**config.mk**
```make
export PLATFORM = sky130hd
export DESIGN_NAME = instruction_fetch
export DESIGN_NICKNAME = d
export VERILOG_FILES = /design/src/rtl/instruction_fetch.sv
export SDC_FILE = /design/constraint.sdc
export NUM_CORES = 1
export LEC_CHECK = 0
export BUFFER_PORTS_ARGS = -buffer_cell sky130_fd_sc_hd__buf_4
export CORE_ASPECT_RATIO = 1.75
export CORE_MARGIN = 2
export CORE_UTILIZATION = 52
export DETAILED_ROUTE_END_ITERATION = 6
export PLACE_DENSITY_LB_ADDON = 0.05
export SYNTH_ARGS = -nofsm -noshare
export SYNTH_HDL_FRONTEND = slang
export SYNTH_SLANG_ARGS = --single-unit
```
**constraint.sdc**
```tcl
create_clock -name clk -period 1.9 [get_ports clk]
set_input_delay 0.38 -clock clk [delete_from_list [all_inputs] [get_ports clk]]
set_output_delay 0.38 -clock clk [all_outputs]
set_load 0.01 [all_outputs]
```
**src/rtl/instruction_fetch.sv**
```systemverilog
// rtl/instruction_fetch.sv - fetch stage: PC, instruction-memory handshake, branch redirect, decoder code register
//
// Ports:
//   clk, rst_n                 clock, asynchronous active-low reset
//   stall                      downstream not ready; hold the issued instruction
//   branch_taken/branch_target redirect request and its address
//   imem_req/imem_addr         registered read request to instruction memory
//   imem_ready/imem_data       memory response handshake and 24-bit word
//   code/code_valid/pc         registered instruction to the decoder and its address
module instruction_fetch #(
    parameter int                     ADDR_WIDTH = 8,
    parameter logic [ADDR_WIDTH-1:0]  RESET_PC   = '0
) (
    input  logic                  clk,
    input  logic                  rst_n,
    input  logic                  stall,
    input  logic                  branch_taken,
    input  logic [ADDR_WIDTH-1:0] branch_target,
    output logic                  imem_req,
    output logic [ADDR_WIDTH-1:0] imem_addr,
    input  logic                  imem_ready,
    input  logic [23:0]           imem_data,
    output logic [23:0]           code,
    output logic                  code_valid,
    output logic [ADDR_WIDTH-1:0] pc
);

    typedef enum logic [1:0] {
        IDLE    = 2'd0,
        REQ     = 2'd1,
        ISSUE   = 2'd2,
        DISCARD = 2'd3
    } state_t;

    state_t                state;
    logic [ADDR_WIDTH-1:0] fetch_pc;
    logic [ADDR_WIDTH-1:0] fetch_pc_next;
    logic [ADDR_WIDTH-1:0] pc_inc;
    logic [ADDR_WIDTH-1:0] discard_dest;

    // Wraps modulo 2^ADDR_WIDTH by construction.
    assign pc_inc = pc + ADDR_WIDTH'(1);

    // A redirect arriving on the same edge the stale response lands wins over
    // the one already parked in fetch_pc_next.
    assign discard_dest = branch_taken ? branch_target : fetch_pc_next;

    always_ff @(posedge clk or negedge rst_n) begin
        if (!rst_n) begin
            state         <= IDLE;
            imem_req      <= 1'b0;
            imem_addr     <= RESET_PC;
            code          <= 24'h000000;
            code_valid    <= 1'b0;
            pc            <= RESET_PC;
            fetch_pc      <= RESET_PC;
            fetch_pc_next <= '0;
        end else begin
            case (state)
                IDLE: begin
                    // Branch requests are ignored here.
                    state     <= REQ;
                    imem_req  <= 1'b1;
                    imem_addr <= fetch_pc;
                end

                REQ: begin
                    if (imem_ready) begin
                        if (branch_taken) begin
                            // Response belongs to the wrong path: drop it and
                            // reissue at the target straight away.
                            fetch_pc  <= branch_target;
                            imem_addr <= branch_target;
                        end else begin
                            code       <= imem_data;
                            pc         <= fetch_pc;
                            code_valid <= 1'b1;
                            imem_req   <= 1'b0;
                            state      <= ISSUE;
                        end
                    end else if (branch_taken) begin
                        // Memory still owns the current address; park the
                        // target until the in-flight read completes.
                        fetch_pc_next <= branch_target;
                        state         <= DISCARD;
                    end
                end

                DISCARD: begin
                    if (branch_taken) begin
                        fetch_pc_next <= branch_target;
                    end
                    if (imem_ready) begin
                        fetch_pc  <= discard_dest;
                        imem_addr <= discard_dest;
                        state     <= REQ;
                    end
                end

                ISSUE: begin
                    // Branch takes priority over stall.
                    if (branch_taken) begin
                        fetch_pc   <= branch_target;
                        imem_addr  <= branch_target;
                        imem_req   <= 1'b1;
                        code_valid <= 1'b0;
                        state      <= REQ;
                    end else if (!stall) begin
                        fetch_pc   <= pc_inc;
                        imem_addr  <= pc_inc;
                        imem_req   <= 1'b1;
                        code_valid <= 1'b0;
                        state      <= REQ;
                    end
                end

                default: begin
                    state <= IDLE;
                end
            endcase
        end
    end

endmodule

```
==> results.json, run 1 <==
{
  "synth_area_um2": 2855,
  "core-area_um2": 5299,
  "cp_num_buf_inv": 0,
  "ys_ff_latch": 60,
  "grt_pass1_vias": 2141,
  "ant_nets": 0,
  "final_util_pct": 70.06,
  "power.density_nw_per_um2": 1262,
  "dp.cells": 371,
  "tns_ns": 0,
  "cp_num_cells": 3,
  "wire_per_inst_um": 16.65,
  "relSlewSlack_pct": 50.71,
  "yosysWarnings": 0,
  "cpMaxStageDelayCell": "o21ai_1",
  "finClkSkew_ns": 0.008497,
  "port_buffers": 78,
  "rsz0062_at_grt": "false",
  "worst_setup_path_start_kind": "flip-flop",
  "r2r_start": "state[1]",
  "vias_per_cell": 5.413,
  "io_pins": 79,
  "critPathMaxStageDelay_ns": 0.61,
  "synthesis.nets": 260,
  "row_count": 35,
  "finalPower_w": 0.004685,
  "dp.final_hpwl_um": 4620,
  "chipHeight_um": 102.0,
  "endpoint_kind": "flip-flop",
  "clkLatencyLatePin_ns": 0.34,
  "min_period_ns": 1.724,
  "final_cells": 387,
  "grt_max_degree": 61,
  "worstRegToRegCells": 3,
  "p_leak_nw": 1.695,
  "htreeDepth": 3,
  "path_clk_slew_ns": 0.07,
  "rrSetupSlack_ns": 0.18,
  "start_util_pct": 53.88,
  "numCtsBuffers": 9,
  "drive_above_1_share_pct": 44.73,
  "post_cts_resized": 0,
  "drc": 0,
  "ff_latch_area_um2": 1501,
  "async_reset_ff_share_pct": 100.0,
  "drt_iter0_markers": 82,
  "synth.avg_cell_area_um2": 12.86,
  "wl_um": 6445,
  "place_congestion": 0.8094,
  "seq_area_frac_synth_pct": 52.59,
  "path_cells": "o21ai_1 -> nor4_2 -> a221o_1",
  "fillers": 400,
  "arrival_ns": 1.95,
  "multi_input_area_um2": 1232,
  "synth_cell_types": 53,
  "max_freq_ghz": 0.5800,
  "grt_usage_pct": 23.47,
  "ctsHoldBuffers": 0,
  "path_max_fanout": 12,
  "ys.flop_type": "dfrtp_1",
  "finalHoldViolCount": 0,
  "grt_pass1_wl_um": 10530,
  "cts_tree": "yes",
  "layout_common_cells": "buf_4, dfrtp_1, mux2_2, mux2_1, nand2_1",
  "vias": 2095,
  "finalCritPeriodShare_pct": 90.75,
  "timing.rr.end": "imem_addr[1]",
  "worst_ep_required_time_ns": 2.13,
  "insertedDiodeCount": 0,
  "dieArea_um2": 6123,
  "clock_path_buffers": 2,
  "path_class": "reg2reg",
  "postCtsSetupBuffers": 0,
  "final_common_cell": "buf_4",
  "fin_nets": 346,
  "hold_class": "in2async",
  "dr.pass1.iters": 4,
  "clockRootBuffer": "clkbuf_8",
  "syn-instance-count": 222,
  "slew_viol_final": 0,
  "area_growth_pct": 30.02,
  "antenna_found_initial": 0,
  "post-place-ws_ns": 0.2055,
  "cap_violations": 0,
  "status": "finished, final reports clean",
  "gr-total-overflow": 0,
  "setup_ws_ns": 0.1758,
  "vdd_drop_max_v": 0.0009644,
  "fp.dieW_um": 60.02,
  "critical-path-top-delay-family": "compound AO/OA/AOI/OAI gates",
  "synth_edf_count": 0,
  "cts.sinks": 60,
  "tightestPinTransition_ns": 0.7394,
  "finalSetupViolCount": 0
}
## flip-flops by register name, indices dropped and copies added, names as in the netlist
name	flops
imem_req	1
code_valid	1
fetch_pc	8
state	2
code	24
pc	8
imem_addr	8
fetch_pc_next	8
## worst register-to-register path: stages, from the launching register on
cell,delay [ns]
dfrtp_1,0.55
o21ai_1,0.61
nor4_2,0.15
a221o_1,0.29
## cell families (layout without fill, tap and decap cells)
family	Yosys count	after routing	synth area share, %
DFF	60	60	52.59
AOI/OAI and AO/OA	51	51	14.94
and+or+nand+nor	50	50	10.30
muxes	42	42	16.56
buffers and inverters	15	106	4.250
xor gates and xnor gates	3	3	0.9204
adders and majority gates	1	1	0.4381
## layer usage
layer | wire length (um) | GRT usage (%) | vias to the layer above
met1 | 2521 | 28.15 | 1037
li1 | - | - | 985
met2 | 3519 | 39.97 | 62
met4 | 115 | 9.744 | 0
met3 | 289 | 4.937 | 11
met5 | 0 | 0 | -
## metrics by stage
stage                     hold slack, ns  cell area [um2]
after CTS                         0.1300             3712
after global routing              0.1678             3712
after floorplan                  0.08441             2855
after detailed placement          0.4773             3495
final                             0.1059             3712
after global placement            0.4676             3495
## worst max path at each step
| stage | start | end | slack, ns |
|---|---|---|---|
| finish | state[1] | imem_addr[1] | 0.18 |
| global route | state[1] | imem_addr[3] | 0.07 |
| floorplan | pc[0] | imem_addr[1] | 0.40 |
| detailed placement | state[1] | fetch_pc[4] | 0.21 |
| global placement | state[1] | imem_addr[3] | 0.23 |
| CTS | state[1] | imem_addr[1] | 0.17 |
## Yosys cell counts (2+ instances only)
master | instances | area, um2
buf_4 | 2 | 15.01
dfrtp_1 | 60 | 1501
a211oi_1 | 2 | 15.01
nand3_1 | 8 | 40.04
inv_1 | 4 | 15.01
o21ai_1 | 7 | 35.03
a22oi_1 | 6 | 45.04
mux2_1 | 18 | 202.7
nor2b_1 | 3 | 18.77
o21a_1 | 2 | 15.01
o21ai_0 | 7 | 35.03
a221o_1 | 3 | 30.03
a22o_1 | 2 | 17.52
nor3_1 | 2 | 10.01
nand2b_1 | 8 | 50.05
nand2_1 | 12 | 45.04
mux2_2 | 24 | 270.3
buf_6 | 5 | 56.30
nor4_2 | 2 | 25.02
nor2_1 | 5 | 18.77
a21o_1 | 4 | 30.03
a21oi_1 | 4 | 20.02
xnor2_1 | 2 | 17.52
## report_power, final
part	switching (W)	internal, W	total [W]
combinational	0.000635	0.000801	0.00144
clock	0.000506	0.000773	0.00128
sequential	0.000319	0.00165	0.00197
## final cells by class
type,count,area share (%)
inverters,6,0.6741
flip-flops and latches,60,40.44
multi-input cells,147,33.20
well taps,74,2.494
clock inverters,4,1.955
repair buffers,84,17.32
clock buffers,12,3.910
No activity file was read; power rests on OpenSTA's default activity.
==> run 2, diff against run 1 <==
Settings changed: CTS_BUF_LIST set to sky130_fd_sc_hd__clkbuf_8 sky130_fd_sc_hd__clkbuf_16.
==> run 2 against run 1 <==
Global-route usage unchanged. Highest routed layer unchanged. Combinational power barely moved. Clock skew up 0.00098 ns. Register-to-register slack about the same. Utilization stayed put. Clock power about the same.
==> results.json, run 2 (synthesis gave the netlist of run 1 again) <==
{
  "status": "finished, final reports clean",
  "max_freq_ghz": 0.5796,
  "place_area_um2": 3495,
  "final_common_cell": "buf_4",
  "vias_per_cell": 5.401,
  "setup.worst_path.start": "state[1]",
  "drt_iter0_markers": 84,
  "area_growth_pct": 30.02,
  "row_count": 35,
  "numCtsBuffers": 9,
  "wire_per_inst_um": 16.65,
  "layout_common_cells": "buf_4, dfrtp_1, mux2_2, mux2_1, nand2_1",
  "chipHeight_um": 102.0,
  "antenna_found_initial": 0,
  "cap_violations": 0,
  "path_cells": "o21ai_1 -> nor4_2 -> a221o_1",
  "post-place-ws_ns": 0.2055,
  "start_util_pct": 53.88,
  "core-area_um2": 5299,
  "io_pins": 79,
  "place_congestion": 0.8094,
  "grt_pass1_vias": 2141,
  "cts.sinks": 60,
  "path_class": "reg2reg",
  "fin_nets": 346,
  "finalSetupViolCount": 0,
  "path_clk_slew_ns": 0.07,
  "finalPower_w": 0.004670,
  "worst_ep_required_time_ns": 2.13,
  "cpMaxStageDelayCell": "o21ai_1",
  "relSlewSlack_pct": 50.63,
  "path_max_fanout": 12,
  "clock_path_buffers": 2,
  "vias": 2090,
  "p_leak_nw": 1.703,
  "fp.dieW_um": 60.02,
  "gr-total-overflow": 0,
  "grt_max_degree": 61,
  "arrival_ns": 1.95,
  "ant_nets": 0,
  "wl_um": 6442,
  "postLayoutCellArea_um2": 3712,
  "ctsHoldBuffers": 0,
  "clkLatencyLatePin_ns": 0.34,
  "dr.pass1.iters": 4,
  "worst_setup_path_start_kind": "flip-flop",
  "finalHoldViolCount": 0,
  "min_period_ns": 1.725,
  "r2r_start": "state[1]",
  "insertedDiodeCount": 0,
  "grt_usage_pct": 23.47,
  "htreeDepth": 3,
  "cts_tree": "yes",
  "final_util_pct": 70.06,
  "largest_register_ffs": 24,
  "setup_ws_ns": 0.1748,
  "slew_viol_final": 0,
  "hold_class": "in2async",
  "finClkSkew_ns": 0.009481,
  "postCtsSetupBuffers": 0,
  "max_flop_register": "code",
  "drive_above_1_share_pct": 44.73,
  "critical-path-top-delay-family": "compound AO/OA/AOI/OAI gates",
  "dieArea_um2": 6123,
  "rsz0062_at_grt": "false",
  "power.density_nw_per_um2": 1258,
  "dp.final_hpwl_um": 4620,
  "post_cts_resized": 0,
  "drc": 0,
  "finalCritPeriodShare_pct": 90.80,
  "tns_ns": 0,
  "port_buffers": 78,
  "tightestPinTransition_ns": 0.7406,
  "grt_pass1_wl_um": 10530,
  "clockRootBuffer": "clkbuf_8",
  "vdd_drop_max_v": 0.0009640,
  "cp_num_buf_inv": 0,
  "critPathMaxStageDelay_ns": 0.61,
  "endpoint_kind": "flip-flop"
}
==> run 2: cell types whose count changed in the layout (fill, tap and decap cells not counted) <==
cell and change:
inv_1 +2, clkbuf_1 -2
==> run 2: path summary, 6_finish.rpt <==
| check | endpoint | slack, ns | depth (start not counted) |
|---|---|---|---|
| max | imem_addr[1] | 0.17 | 3 |
| min | fetch_pc_next[3] | 0.09 | 1 |
| max reg2reg | imem_addr[1] | 0.17 | 3 |
| min reg2reg | code[4] | 0.49 | 1 |
| max in group asynchronous | code[22] | 1.31 | 1 |
| min in group clk | code[18] | 0.25 | 2 |
==> run 2: report_power, final <==
part	internal, W	switching (W)
sequential	0.00165	0.000319
combinational	0.000801	0.000633
clock	0.000762	0.000503
total	0.00321	0.00145
==> run 2: final cells by class <==
| class | instances | area, um2 |
|---|---|---|
| Fill cell | 400 | 1587 |
| Multi-Input combinational cell | 147 | 1232 |
| Timing Repair Buffer | 84 | 643.1 |
| Clock buffer | 10 | 137.6 |
| Sequential cell | 60 | 1501 |
| Clock inverter | 6 | 80.08 |
| Inverter | 6 | 25.02 |
| Tap cell | 74 | 92.59 |
==> run 2: stage by stage <==
step | hold WS, ns | cells
floorplan | 0.08441 | 222
global placement | 0.4676 | 371
detailed placement | 0.4773 | 371
CTS | 0.1300 | 387
global route | 0.1678 | 387
finish | 0.09328 | 387
==> run 2: worst reg2reg max path, delay by kind of cell, from the launching register on <==
family	cells	cell delay, ns
flip-flops	1	0.55
AO/OA/AOI/OAI	2	0.90
AND/OR/NAND/NOR	1	0.15
==> run 2: per-layer routing <==
layer,routed length [um],up-vias,GRT usage (%)
met5,0,-,0
met3,307,11,4.937
met2,3528,65,39.97
li1,-,984,-
met1,2491,1030,28.15
met4,115,0,9.744
